`src/rtl/vjtag_pkg.sv`:
```
// Shared definitions for the virtual-JTAG register bank: IR codes and the
// decode of the three DR-state strobes into a single prioritised scan action.
package vjtag_pkg;

  localparam int VJ_IR_W = 2;

  localparam logic [VJ_IR_W-1:0] VJ_IR_BYPASS = 2'd0;
  localparam logic [VJ_IR_W-1:0] VJ_IR_ADDR   = 2'd1;
  localparam logic [VJ_IR_W-1:0] VJ_IR_WRITE  = 2'd2;
  localparam logic [VJ_IR_W-1:0] VJ_IR_READ   = 2'd3;

  typedef enum logic [1:0] {
    VJ_OP_IDLE,
    VJ_OP_CAPTURE,
    VJ_OP_SHIFT,
    VJ_OP_UPDATE
  } vj_op_e;

  // Capture beats shift beats update, so a protocol glitch still takes one action.
  function automatic vj_op_e vj_decode_op(input logic cdr, input logic sdr, input logic udr);
    if (cdr) return VJ_OP_CAPTURE;
    if (sdr) return VJ_OP_SHIFT;
    if (udr) return VJ_OP_UPDATE;
    return VJ_OP_IDLE;
  endfunction

endpackage

```
`src/rtl/vjtag_shreg.sv`:
```
// Capture/shift register for a JTAG data chain: parallel load on capture,
// LSB-first right shift with tdi entering the MSB.
module vjtag_shreg #(
  parameter int W = 8
) (
  input  logic         clk,
  input  logic         reset_,
  input  logic         cap,
  input  logic [W-1:0] cap_val,
  input  logic         shift,
  input  logic         tdi,
  output logic [W-1:0] q,
  output logic         lsb
);

  logic [W-1:0] sr_q;
  logic [W-1:0] shifted;

  if (W == 1) begin : g_one
    assign shifted = tdi;
  end else begin : g_wide
    assign shifted = {tdi, sr_q[W-1:1]};
  end

  // NOTE: state is written with <= so every flop samples pre-edge values.
  always_ff @(posedge clk or negedge reset_) begin
    if (!reset_) begin
      sr_q <= '0;
    end else if (cap) begin
      sr_q <= cap_val;
    end else if (shift) begin
      sr_q <= shifted;
    end
  end

  assign q   = sr_q;
  assign lsb = sr_q[0];

endmodule

```
`src/rtl/vjtag_regbank.sv`:
```
// Addressable virtual-JTAG register bank with read-back, clocked by TCK.
// Define VJTAG_REGBANK_AUTOINC_EN to auto-increment addr after DR updates.
module vjtag_regbank
  import vjtag_pkg::*;
#(
  parameter int DATA_W   = 8,
  parameter int NUM_REGS = 4,
  parameter int ADDR_W   = 2
) (
  input  logic                       clk,
  input  logic                       reset_,
  input  logic                       tdi,
  output logic                       tdo,
  input  logic [VJ_IR_W-1:0]         ir_in,
  input  logic                       virtual_state_cdr,
  input  logic                       virtual_state_sdr,
  input  logic                       virtual_state_udr,
  output logic [NUM_REGS*DATA_W-1:0] regs_out,
  output logic                       wr_strobe,
  output logic [ADDR_W-1:0]          wr_addr
);

  localparam logic [ADDR_W:0]   NUM_REGS_W = (ADDR_W+1)'(NUM_REGS);
  localparam logic [ADDR_W-1:0] LAST_ADDR  = ADDR_W'(NUM_REGS - 1);

  vj_op_e              op;
  logic                is_byp, is_addr, is_write, is_read, is_dr;
  logic                addr_valid, wr_fire;
  logic [ADDR_W-1:0]   addr_q, addr_d, asr_val, wr_addr_q;
  logic [DATA_W-1:0]   regs_q [NUM_REGS];
  logic [DATA_W-1:0]   rd_val, dsr_val;
  logic                dsr_lsb, asr_lsb;
  logic                byp_q, byp_d, wr_strobe_q;

  assign op         = vj_decode_op(virtual_state_cdr, virtual_state_sdr, virtual_state_udr);
  assign is_byp     = (ir_in == VJ_IR_BYPASS);
  assign is_addr    = (ir_in == VJ_IR_ADDR);
  assign is_write   = (ir_in == VJ_IR_WRITE);
  assign is_read    = (ir_in == VJ_IR_READ);
  assign is_dr      = is_write | is_read;
  assign addr_valid = ({1'b0, addr_q} < NUM_REGS_W);
  assign rd_val     = addr_valid ? regs_q[addr_q] : '0;
  assign wr_fire    = (op == VJ_OP_UPDATE) && is_write && addr_valid;

  vjtag_shreg #(.W(DATA_W)) u_dsr (
    .clk     (clk),
    .reset_  (reset_),
    .cap     ((op == VJ_OP_CAPTURE) && is_dr),
    .cap_val (rd_val),
    .shift   ((op == VJ_OP_SHIFT) && is_dr),
    .tdi     (tdi),
    .q       (dsr_val),
    .lsb     (dsr_lsb)
  );

  vjtag_shreg #(.W(ADDR_W)) u_asr (
    .clk     (clk),
    .reset_  (reset_),
    .cap     ((op == VJ_OP_CAPTURE) && is_addr),
    .cap_val (addr_q),
    .shift   ((op == VJ_OP_SHIFT) && is_addr),
    .tdi     (tdi),
    .q       (asr_val),
    .lsb     (asr_lsb)
  );

  // NOTE: every always_comb output gets a default first so no latch is inferred.
  always_comb begin
    addr_d = addr_q;
    if (op == VJ_OP_UPDATE) begin
      if (is_addr) begin
        addr_d = asr_val;
      end
`ifdef VJTAG_REGBANK_AUTOINC_EN
      else if (is_dr && addr_valid) begin
        addr_d = (addr_q == LAST_ADDR) ? '0 : addr_q + 1'b1;
      end
`endif
    end
  end

  always_comb begin
    byp_d = byp_q;
    if (is_byp) begin
      if (op == VJ_OP_CAPTURE)    byp_d = 1'b0;
      else if (op == VJ_OP_SHIFT) byp_d = tdi;
    end
  end

  always_ff @(posedge clk or negedge reset_) begin
    if (!reset_) begin
      addr_q      <= '0;
      byp_q       <= 1'b0;
      wr_strobe_q <= 1'b0;
      wr_addr_q   <= '0;
    end else begin
      addr_q      <= addr_d;
      byp_q       <= byp_d;
      wr_strobe_q <= wr_fire;
      if (wr_fire) wr_addr_q <= addr_q;
    end
  end

  // NOTE: the bank is reset (unlike a RAM) because regs_out drives fabric controls.
  always_ff @(posedge clk or negedge reset_) begin
    if (!reset_) begin
      for (int k = 0; k < NUM_REGS; k++) regs_q[k] <= '0;
    end else begin
      for (int k = 0; k < NUM_REGS; k++) begin
        if (wr_fire && (addr_q == ADDR_W'(k))) regs_q[k] <= dsr_val;
      end
    end
  end

  always_comb begin
    tdo = dsr_lsb;
    case (ir_in)
      VJ_IR_BYPASS: tdo = byp_q;
      VJ_IR_ADDR:   tdo = asr_lsb;
      default:      tdo = dsr_lsb;
    endcase
  end

  for (genvar k = 0; k < NUM_REGS; k++) begin : g_out
    assign regs_out[k*DATA_W +: DATA_W] = regs_q[k];
  end

  assign wr_strobe = wr_strobe_q;
  assign wr_addr   = wr_addr_q;

endmodule
```
`config.mk`:
```
export PLATFORM = sky130hd
export DESIGN_NAME = vjtag_regbank
export DESIGN_NICKNAME = d
export VERILOG_FILES = /design/src/rtl/vjtag_pkg.sv /design/src/rtl/vjtag_shreg.sv /design/src/rtl/vjtag_regbank.sv
export SDC_FILE = /design/constraint.sdc
export NUM_CORES = 1
export LEC_CHECK = 0
export CORE_UTILIZATION = 24
export DETAILED_ROUTE_END_ITERATION = 6
export GPL_ROUTABILITY_DRIVEN = 0
export SLEW_MARGIN = 20
export SYNTH_ARGS = -nofsm -noshare
export SYNTH_HDL_FRONTEND = slang
export SYNTH_HIERARCHICAL = 1
export SYNTH_SLANG_ARGS = --single-unit
```
`constraint.sdc`:
```
create_clock -name clk -period 2.65 [get_ports clk]
set_input_delay 0.3975 -clock clk [delete_from_list [all_inputs] [get_ports clk]]
set_output_delay 0.3975 -clock clk [all_outputs]
set_load 0.02 [all_outputs]
```
==> impl_metrics.env <==
export IMPL_status="finished clean"
export IMPL_grt_start_max_net_pins=27
export IMPL_grt_first_pass_wirelength_um=8290
export IMPL_overflow=0
export IMPL_utilization_pct=31.3
export IMPL_antenna_found_initial=0
export IMPL_cts_tree="done"
export IMPL_dp_slack_ns=0.392
export IMPL_grt_pass1_vias=1468
export IMPL_io_buffer_count=43
export IMPL_cts_sinks=48
export IMPL_ys_top_cells_by_area="dfrtp_1, mux2_2, mux4_2"
export IMPL_finalNetCount=204
export IMPL_first_pass_iters=4
export IMPL_fin_skew_ns=0.00835
export IMPL_worst_setup_path_end_kind="primary output"
export IMPL_post_route_min_period_ns=2.25
export IMPL_clock_latency_ns=0.30
export IMPL_synth_avg_cell_area_um2=15.0
export IMPL_fp_dieH_um=99.2
export IMPL_fp_row_count=35
export IMPL_hp_class="primary input to asynchronous set/reset pin"
export IMPL_num_vias=1398
export IMPL_synth_nets=159
export IMPL_peakVddDrop_uv=206
export IMPL_finalMaxSlewViolations=0
export IMPL_drv_cap=0
export IMPL_r2r_end="regs_out[24]"
export IMPL_htreeDepth=2
export IMPL_cts_max_path_buffers=2
export IMPL_numCtsBuffers=5
export IMPL_cts_setup_buffers=0
export IMPL_maxSlewHeadroom_pct=55.3
export IMPL_tns_ns=0
export IMPL_clockRootBuffer="clkbuf_8"
export IMPL_finalWirelength_um=4950
export IMPL_final_period_utilization_pct=85.1
export IMPL_floorplan_initialDensity_pct=24.7
export IMPL_worst_pin_slew_ns=0.671
export IMPL_ys_seq_area_share_pct=53.0
export IMPL_clkSlewWorstSetupHoldPaths_ns=0.10
export IMPL_yosys_area_top_type="dfrtp_1"
export IMPL_fin_ws_ns=0.395
export IMPL_drt_iter0_markers=56
export IMPL_yosysWarnings=6
export IMPL_synth_seq_cells=48
export IMPL_hold_buffers=0
export IMPL_postSynthCellCount=151
export IMPL_timing_hold_violations_final=0
export IMPL_r2r_start="addr_q[1]"
export IMPL_ys_types=27
export IMPL_post_cts_resized=0
export IMPL_antenna_cells=0
export IMPL_drtAntennaViolNets=0
export IMPL_coreArea_um2=9200
export IMPL_wl_per_cell_um=16.1
export IMPL_dieArea_um2=9840
export IMPL_fmax_mhz=444
export IMPL_die_w_um=99.2
export IMPL_worst_r2r_setup_slack_ns=0.94
export IMPL_reg2reg_depth=2
export IMPL_worstPathRequired_ns=2.25
export IMPL_avgViaCountPerCell=4.54
export IMPL_powerDensity_nw_per_um2=514
export IMPL_rsz0062_at_grt="false"
export IMPL_p_total_w=0.00148
export IMPL_arrival_ns=1.86
export IMPL_grtUsageTotal_pct=11.1
export IMPL_leakagePower_nw=1.30
export IMPL_drive_gt1_share_pct=32.5
export IMPL_path_max_fanout=6
export IMPL_dp_hpwl_um=3450
export IMPL_critical_path_class="primary input to primary output"
export IMPL_boundaryPins=44
export IMPL_netlist_area_um2=2270
export IMPL_area_growth_pct=27.0
export IMPL_setup_viol=0
export IMPL_netlist_area_leader_share_pct=53.0
export IMPL_drc=0
export IMPL_start_kind="primary input"
==> worst max-delay path, cell delays in order <==
cell	delay, ns
clkdlybuf4s50_1	0.59
mux2i_1	0.11
o21ai_0	0.15
clkdlybuf4s50_1	0.62
==> how the worst max path moves through the flow <==
stage / slack (ns) / from / endpoint / depth (start not counted)
after floorplan: 1.07 / virtual_state_cdr / regs_out[24] / 4
after global placement: 0.43 / ir_in[0] / tdo / 4
after detailed placement: 0.39 / ir_in[0] / tdo / 4
after CTS: 0.40 / ir_in[0] / tdo / 4
after global routing: 0.35 / ir_in[0] / tdo / 4
final: 0.40 / ir_in[0] / tdo / 4
==> per-stage QoR <==
step                      instance area [um^2]  instances  hold WS [ns]
after floorplan                           2270        151         0.102
after global placement                    2780        300         0.399
after detailed placement                  2780        300         0.400
after CTS                                 2880        308        0.0598
after global routing                      2880        308        0.0863
final                                     2880        308        0.0526
==> logic make-up (layout without fill, tap and decap cells) <==
group	Yosys count	after routing	share of synthesized area (%)
simple gates	26	26	8.61
buf+inv	9	55	3.31
flops	48	48	53.0
compound gates	13	13	3.09
mux	55	55	32.0
==> routing by layer <==
layer	share of wire, %	vias to the layer above	global-route usage [%]
li1	-	643	-
met1	50	718	15.2
met4	0.71	0	3.39
met3	3.4	4	2.46
met5	0	-	0
met2	46	33	17.5
==> power breakdown <==
| group | total [W] | switching, W | internal (W) |
|---|---|---|---|
| Combinational | 0.000182 | 0.0000838 | 0.0000986 |
| Clock | 0.000472 | 0.000258 | 0.000214 |
| Sequential | 0.000827 | 0.0000610 | 0.000766 |
==> final cells by class <==
class                      instances  area (um^2)
fill                             930         6320
sequential                        48         1200
multi-input combinational         94          991
timing repair buffer              46          448
tap                              111          139
clock buffer                       6         82.6
clock inverter                     2         13.8
inverter                           1         3.75
==> state kept, by name, summed over array words and instances (netlist names) <==
register,flops
addr_q,2
byp_q,1
regs_out,32
u_asr/q,2
u_dsr/q,8
wr_addr,2
wr_strobe,1
==> Yosys cell counts, drive strengths merged <==
cell / n
a32o: 1
and2: 2
and2b: 1
and3b: 2
and4: 1
buf: 7
clkbuf: 1
dfrtp: 48
inv: 1
mux2: 36
mux2i: 11
mux4: 8
nand2: 12
nand3: 1
nand3b: 1
nand4b: 2
nor2: 2
nor2b: 1
nor3b: 1
o21ai: 12
==> placed cells by master (no fill, tap or decap), types with 2 or more instances in the layout <==
cell type        Yosys  routed
dfrtp_1             48      48
clkdlybuf4s50_1      0      42
mux2_2              28      28
nand2_1             12      12
mux2i_1             11      11
o21ai_1             10      10
mux4_2               8       8
mux2_4               8       8
clkbuf_8             0       6
buf_4                2       3
o21ai_0              2       2
nor2_1               2       2
nand4b_4             2       2
Note: power is estimated with default switching activity, not from simulation.
